$ cat config.mk
export PLATFORM = sky130hd
export DESIGN_NAME = cycle_sequencer_flat
export DESIGN_NICKNAME = d
export VERILOG_FILES = /design/src/rtl/cycle_sequencer_if.sv /design/src/rtl/cycle_sequencer.sv /design/src/flat_wrapper.sv
export SDC_FILE = /design/constraint.sdc
export NUM_CORES = 1
export LEC_CHECK = 0
export CAP_MARGIN = 40
export CORE_MARGIN = 1.5
export CORE_UTILIZATION = 45
export CTS_CLUSTER_DIAMETER = 120
export DETAILED_ROUTE_END_ITERATION = 7
export PLACE_DENSITY = 0.77
export RECOVER_POWER = 100
export SYNTH_ARGS = -nofsm -noshare
export SYNTH_HDL_FRONTEND = slang
export SYNTH_SLANG_ARGS = --single-unit
$ cat constraint.sdc
create_clock -name clk -period 1.8 [get_ports clk]
set_input_delay 0.27 -clock clk [delete_from_list [all_inputs] [get_ports clk]]
set_output_delay 0.27 -clock clk [all_outputs]
set_load 0.02 [all_outputs]
$ cat src/rtl/cycle_sequencer_if.sv
// Bus between the TB4004 core front end and the machine-cycle sequencer.
// The master drives run and the ROM nibble bus; the sequencer (slave) drives phase and strobes.
interface cycle_sequencer_if;
  logic       run;
  logic       romValid;
  logic [3:0] romData;
  logic [2:0] cycle;
  logic       sync;
  logic [3:0] opr;
  logic [3:0] opa;
  logic [3:0] operandHi;
  logic [3:0] operandLo;
  logic       secondWord;
  logic       pcInc;
  logic       instrDone;

  modport master (
    output run, romValid, romData,
    input  cycle, sync, opr, opa, operandHi, operandLo, secondWord, pcInc, instrDone
  );

  modport slave (
    input  run, romValid, romData,
    output cycle, sync, opr, opa, operandHi, operandLo, secondWord, pcInc, instrDone
  );
endinterface

$ cat src/rtl/cycle_sequencer.sv
// Eight-phase machine-cycle controller for the TB4004: fetches OPR/OPA, sequences two-word
// instructions and issues SYNC/PC-increment/done strobes. Define CYCLE_SEQ_STALL_EN to stall M1/M2 on romValid=0.
module cycle_sequencer (
  input  logic              clk,
  input  logic              rst,
  cycle_sequencer_if.slave  bus
);

  typedef enum logic [1:0] {
    IDLE   = 2'd0,
    FIRST  = 2'd1,
    SECOND = 2'd2
  } state_e;

  localparam logic [2:0] PH_M1 = 3'd3;
  localparam logic [2:0] PH_M2 = 3'd4;
  localparam logic [2:0] PH_X3 = 3'd7;

  state_e     state_q, state_d;
  logic [2:0] cycle_q, cycle_d;
  logic [3:0] opr_q, opr_d;
  logic [3:0] opa_q, opa_d;
  logic [3:0] operand_hi_q, operand_hi_d;
  logic [3:0] operand_lo_q, operand_lo_d;
  logic       two_word_q, two_word_d;
  logic       sync_q, sync_d;
  logic       second_word_q, second_word_d;
  logic       pc_inc_q, pc_inc_d;
  logic       instr_done_q, instr_done_d;
  logic       rom_ok;
  logic       stall;

  // JCN, FIM (even OPA), JUN, JMS and ISZ carry a second ROM word.
  function automatic logic is_two_word(input logic [3:0] op_hi, input logic [3:0] op_lo);
    logic res;
    res = 1'b0;
    case (op_hi)
      4'h1, 4'h4, 4'h5, 4'h7: res = 1'b1;
      4'h2:                   res = ~op_lo[0];
      default:                res = 1'b0;
    endcase
    return res;
  endfunction

`ifdef CYCLE_SEQ_STALL_EN
  assign rom_ok = bus.romValid;
`else
  logic unused_rom_valid;
  assign unused_rom_valid = bus.romValid;
  assign rom_ok = 1'b1;
`endif

  assign stall = ((cycle_q == PH_M1) || (cycle_q == PH_M2)) && !rom_ok;

  always_comb begin
    state_d      = state_q;
    cycle_d      = cycle_q;
    opr_d        = opr_q;
    opa_d        = opa_q;
    operand_hi_d = operand_hi_q;
    operand_lo_d = operand_lo_q;
    two_word_d   = two_word_q;
    pc_inc_d     = 1'b0;
    instr_done_d = 1'b0;

    if (state_q == IDLE) begin
      cycle_d = 3'd0;
      if (bus.run) state_d = FIRST;
    end else if (!stall) begin
      cycle_d = cycle_q + 3'd1;

      if (cycle_q == PH_M1) begin
        if (state_q == SECOND) operand_hi_d = bus.romData;
        else                   opr_d        = bus.romData;
      end

      if (cycle_q == PH_M2) begin
        pc_inc_d = 1'b1;
        if (state_q == SECOND) begin
          operand_lo_d = bus.romData;
        end else begin
          opa_d      = bus.romData;
          two_word_d = is_two_word(opr_q, bus.romData);
        end
      end

      // Instruction boundary: either chain into the second word or retire and resample run.
      if (cycle_q == PH_X3) begin
        cycle_d = 3'd0;
        if ((state_q == FIRST) && two_word_q) begin
          state_d = SECOND;
        end else begin
          instr_done_d = 1'b1;
          two_word_d   = 1'b0;
          state_d      = bus.run ? FIRST : IDLE;
        end
      end
    end

    sync_d        = (cycle_d == PH_X3) && (state_d != IDLE);
    second_word_d = (state_d == SECOND);
  end

  always_ff @(posedge clk) begin
    if (rst) begin
      state_q       <= IDLE;
      cycle_q       <= 3'd0;
      opr_q         <= 4'd0;
      opa_q         <= 4'd0;
      operand_hi_q  <= 4'd0;
      operand_lo_q  <= 4'd0;
      two_word_q    <= 1'b0;
      sync_q        <= 1'b0;
      second_word_q <= 1'b0;
      pc_inc_q      <= 1'b0;
      instr_done_q  <= 1'b0;
    end else begin
      state_q       <= state_d;
      cycle_q       <= cycle_d;
      opr_q         <= opr_d;
      opa_q         <= opa_d;
      operand_hi_q  <= operand_hi_d;
      operand_lo_q  <= operand_lo_d;
      two_word_q    <= two_word_d;
      sync_q        <= sync_d;
      second_word_q <= second_word_d;
      pc_inc_q      <= pc_inc_d;
      instr_done_q  <= instr_done_d;
    end
  end

  assign bus.cycle      = cycle_q;
  assign bus.sync       = sync_q;
  assign bus.opr        = opr_q;
  assign bus.opa        = opa_q;
  assign bus.operandHi  = operand_hi_q;
  assign bus.operandLo  = operand_lo_q;
  assign bus.secondWord = second_word_q;
  assign bus.pcInc      = pc_inc_q;
  assign bus.instrDone  = instr_done_q;

endmodule

$ cat src/flat_wrapper.sv
// flat-port wrapper written by rule: the top's interface ports become plain ports
module cycle_sequencer_flat 
  (clk, rst, bus_run, bus_romValid, bus_romData, bus_cycle, bus_sync, bus_opr, bus_opa, bus_operandHi, bus_operandLo, bus_secondWord, bus_pcInc, bus_instrDone);
  cycle_sequencer_if bus_i ();
  input  logic clk;
  input  logic rst;
  input wire logic [$bits(bus_i.run)-1:0] bus_run;
  input wire logic [$bits(bus_i.romValid)-1:0] bus_romValid;
  input wire logic [$bits(bus_i.romData)-1:0] bus_romData;
  output wire logic [$bits(bus_i.cycle)-1:0] bus_cycle;
  output wire logic [$bits(bus_i.sync)-1:0] bus_sync;
  output wire logic [$bits(bus_i.opr)-1:0] bus_opr;
  output wire logic [$bits(bus_i.opa)-1:0] bus_opa;
  output wire logic [$bits(bus_i.operandHi)-1:0] bus_operandHi;
  output wire logic [$bits(bus_i.operandLo)-1:0] bus_operandLo;
  output wire logic [$bits(bus_i.secondWord)-1:0] bus_secondWord;
  output wire logic [$bits(bus_i.pcInc)-1:0] bus_pcInc;
  output wire logic [$bits(bus_i.instrDone)-1:0] bus_instrDone;
  assign bus_i.run = bus_run;
  assign bus_i.romValid = bus_romValid;
  assign bus_i.romData = bus_romData;
  assign bus_cycle = bus_i.cycle;
  assign bus_sync = bus_i.sync;
  assign bus_opr = bus_i.opr;
  assign bus_opa = bus_i.opa;
  assign bus_operandHi = bus_i.operandHi;
  assign bus_operandLo = bus_i.operandLo;
  assign bus_secondWord = bus_i.secondWord;
  assign bus_pcInc = bus_i.pcInc;
  assign bus_instrDone = bus_i.instrDone;
  cycle_sequencer u_core (.clk(clk), .rst(rst), .bus(bus_i));
endmodule
==> results.tsv <==
stage	metric	value	unit
outcome	result of the run	finished clean	
worst_hold_path	Min-Delay Path Depth	2	
sta	final setup TNS	0	ps
sta	Slew HR	73.44	%
power	net switching fraction of the power	20.97	%
sta	Final Slew Violations	0	
sta	Period minus WS final	1684	ps
floorplanning	number of primary I/O pins	31	
clock_network	register clock-pin slew on the reported worst setup and hold paths	130	ps
synth	Post-Synthesis Mean Instance Area	9.272	µm²
clock_network	number of sinks driven by the clock tree	26	
global_routing	Overflow after GRT	0	
global_routing	largest net degree at the start of global routing	22	
power	Max IR drop VDD	0.5655	mV
critical_path	reg-to-reg endpoint	u_core.bus.operandLo[3]$_SDFFE_PP0P_	
critical_path	worst r2r path cells	4	
sta	Final Hold Viols	0	
power	P_int	725.5	µW
global_routing	number of global-route vias before repair	806	
sta	period utilization	93.58	%
floorplanning	overall die height	51.04	µm
critical_path	Arr. time, crit path	1410	ps
critical_path	class of the most critical setup path	flip-flop to primary output	
floorplanning	total core area	2191	µm²
sta	unrepaired setup endpoints after global routing	no	
placement	PortBufs	29	
finish	layout cell share with drive strength beyond 1	3.521	%
critical_path	crit path max fanout	5	
power	share of power burned in registers	63.9	%
worst_hold_path	worst hold-check path type	flip-flop to flip-flop	
routing	via count	855	
power	Power per Cell Area	675.6	nW/µm²
finish	# nets final	155	
synth	area fraction of the dominant cell type after synthesis	50.12	%
clock_network	clock latency at the later pin of the worst-skew pair	320	ps
critical_path	Worst EP required	1530	ps
clock_network	number of buffers added to fix hold violations after cts	0	
clock_network	cts bufs inserted	3	
critical_path	sort of element at the end of the critical path	primary output	
synth	Synth Cell Area	1038	µm²
sta	final worst clock skew	10.26	ps
synth	cell type contributing the most total cell area after synthesis	dfxtp_1	
routing	DRC violations left	0	
synth	number of storage elements in the synthesis netlist	26	
floorplanning	full die area	2605	µm²
synth	count of cell types in the netlist	23	
power	static leakage power	0.0006164	µW
critical_path	crit start category	flip-flop	
routing	detailed-route vias per instance	5.029	
critical_path	worst stage delay on the critical path	690	ps
clock_network	Setup Buffers After CTS	0	
worst_hold_path	start point of the worst hold path	u_core.bus.operandHi[2]$_SDFFE_PP0P_	
critical_path	critical path depth in cells	1	
global_routing	number of antenna violations at the first check in global routing	0	
power	Net Sw Power	192.5	µW
finish	final std cells w/o fill	170	
critical_path	chain of cells forming the critical path	dlygate4sd3_1	
worst_hold_path	hold endpoint	u_core.bus.operandHi[2]$_SDFFE_PP0P_	
floorplanning	row count	17	
critical_path	worst reg2reg path startpoint	u_core.state_q[0]$_SDFF_PP0_	
synth	sequential-to-total area share from yosys stat	50.12	%
critical_path	cell type of the slowest stage on the worst timing path	dlygate4sd3_1	
synth	instance count of the mapped netlist	112	
routing	routed len/inst	12.36	µm
sta	Worst Tran Pin Value	397.9	ps
critical_path	worst-case register-to-register setup slack	220	ps
synth	number of warning messages in the yosys log	0	
clock_network	Max H-tree Level	1	
placement	detailed placer's ending HPWL	1617	µm
sta	Max Fclk	593.7	MHz
routing	aggregate routed wire length	2101	µm
synth	syn_nets	124	
finish	Area growth, synth to finish	30.84	%
clock_network	# resized after CTS	0	
routing	First DRT Iteration DRCs	11	
clock_network	TritonCTS clock tree	built	
sta	final count of negative-setup-slack endpoints	0	
global_routing	total global-route track usage	17.69	%
routing	First-pass DRT Iterations	4	
finish	commonest non-fill, non-tap cells in the layout	26 x dfxtp_1, 22 x dlygate4sd3_1, 13 x nand2_1, 13 x nor2_1, 13 x a21oi_1	
finish	antenna cells	0	
finish	leading cell type in the layout, fill and taps excluded	dfxtp_1	
clock_network	root buffer cell	clkbuf_4	
finish	Layout Utilization	62.02	%
synth	biggest area contributors in the synthesized netlist	dfxtp_1 50%, mux2i_1 8.7%, a21oi_1 6.3%, ha_1 4.8%, nand2_1 4.7%	
critical_path	critical path buffer and inverter count	1	
power	Clk network pwr share	31.1	%
routing	number of antenna-violating nets in the routed design	0	
power	portion of total power attributed to combinational logic	5.0	%
flow_run	number of maximum-capacitance violations	0	
floorplanning	die boundary width	51.04	µm
global_routing	global-route wire length before repair	3415	µm
critical_path	kind of cell adding the most delay to the critical path	buffers and inverters	
placement	Post-Place Cells	166	
placement	GPL Wtd Cong	0.7861	
floorplanning	initial standard-cell utilization of the core	47.40	%
clock_network	clk buf depth	2	
[stage by stage]
| step | area, µm² | setup slack (ps) | hold slack [ps] | total power [µW] |
|---|---|---|---|---|
| 2_1_floorplan | 1039 | 266.4 | 413.9 | 621.6 |
| 5_1_grt | 1359 | 54.38 | 496.0 | 951.4 |
| 6_report | 1359 | 115.6 | 461.6 | 918.1 |
| 3_5_place_dp | 1353 | 239.7 | 450.5 | 648.4 |
| 3_3_place_gp | 1353 | 311.0 | 447.1 | 647.4 |
| 4_1_cts | 1389 | 46.56 | 468.8 | 932.2 |
[cell families after synthesis]
logic type	Yosys count	share of synthesized area (%)
AO/OA/AOI/OAI	18	9.157
multiplexers	9	8.675
AND/OR/NAND/NOR	47	23.98
flip-flops	26	50.12
adder cells (fa/ha/maj)	4	4.819
buffers and inverters	8	3.253
[cell usage after synthesis (all sizes together)]
cell type / count
a21oi: 13
and3: 1
o21ai: 3
dfxtp: 26
nor2: 13
clkbuf: 3
nand2b: 2
ha: 4
nand2: 13
nor2b: 2
and2b: 1
nand3: 10
o21bai: 1
inv: 4
a211oi: 1
buf: 1
nor3b: 3
mux2i: 9
nor3: 2
[power groups by stage]
| stage | Combinational, µW | Clock (µW) | Sequential [µW] |
|---|---|---|---|
| floorplan | 24.6 | 0 | 597 |
| global placement | 48.4 | 0 | 599 |
| detailed placement | 48.7 | 0 | 600 |
| CTS | 49.1 | 296 | 587 |
| global route | 49.8 | 314 | 588 |
| finish | 46.0 | 286 | 586 |
[final cells by class]
cell class	instances	area, µm²
clock buffers	4	36.28
fillers	201	832.0
inverters	4	15.01
multi-input cells	78	454.2
flip-flops and latches	26	520.5
well taps	28	35.03
repair buffers	30	297.8
[metal layers]
| metal | part of all wire, % | GRT usage [%] | wire length, µm |
|---|---|---|---|
| met1 | 44 | 20.99 | 915 |
| met2 | 51 | 30.52 | 1062 |
| met3 | 4.5 | 2.632 | 95 |
| met4 | 1.3 | 9.459 | 28 |
| met5 | 0 | 0 | 0 |
[flip-flops by register name, indices dropped and copies added (netlist names)]
name	count
u_core.bus.operandHi	4
u_core.bus.cycle	3
u_core.bus.pcInc	1
u_core.bus.secondWord	1
u_core.bus.opr	4
u_core.bus.instrDone	1
u_core.bus.sync	1
u_core.bus.opa	4
u_core.bus.operandLo	4
u_core.state_q	2
u_core.two_word_q	1
[how the worst max path moves through the flow]
stage                                         startpoint  slack [ps]                              to
final                     u_core.bus.cycle[0]$_SDFF_PP0_         120                    bus_cycle[0]
after global routing      u_core.bus.cycle[0]$_SDFF_PP0_          50                    bus_cycle[0]
after CTS                 u_core.bus.cycle[2]$_SDFF_PP0_          50                    bus_cycle[2]
after detailed placement  u_core.bus.cycle[0]$_SDFF_PP0_         240  u_core.two_word_q$_SDFFE_PP0N_
after global placement    u_core.bus.cycle[0]$_SDFF_PP0_         310  u_core.two_word_q$_SDFFE_PP0N_
after floorplan           u_core.bus.cycle[0]$_SDFF_PP0_         270  u_core.two_word_q$_SDFFE_PP0N_
(Power assumes the default switching activity.)
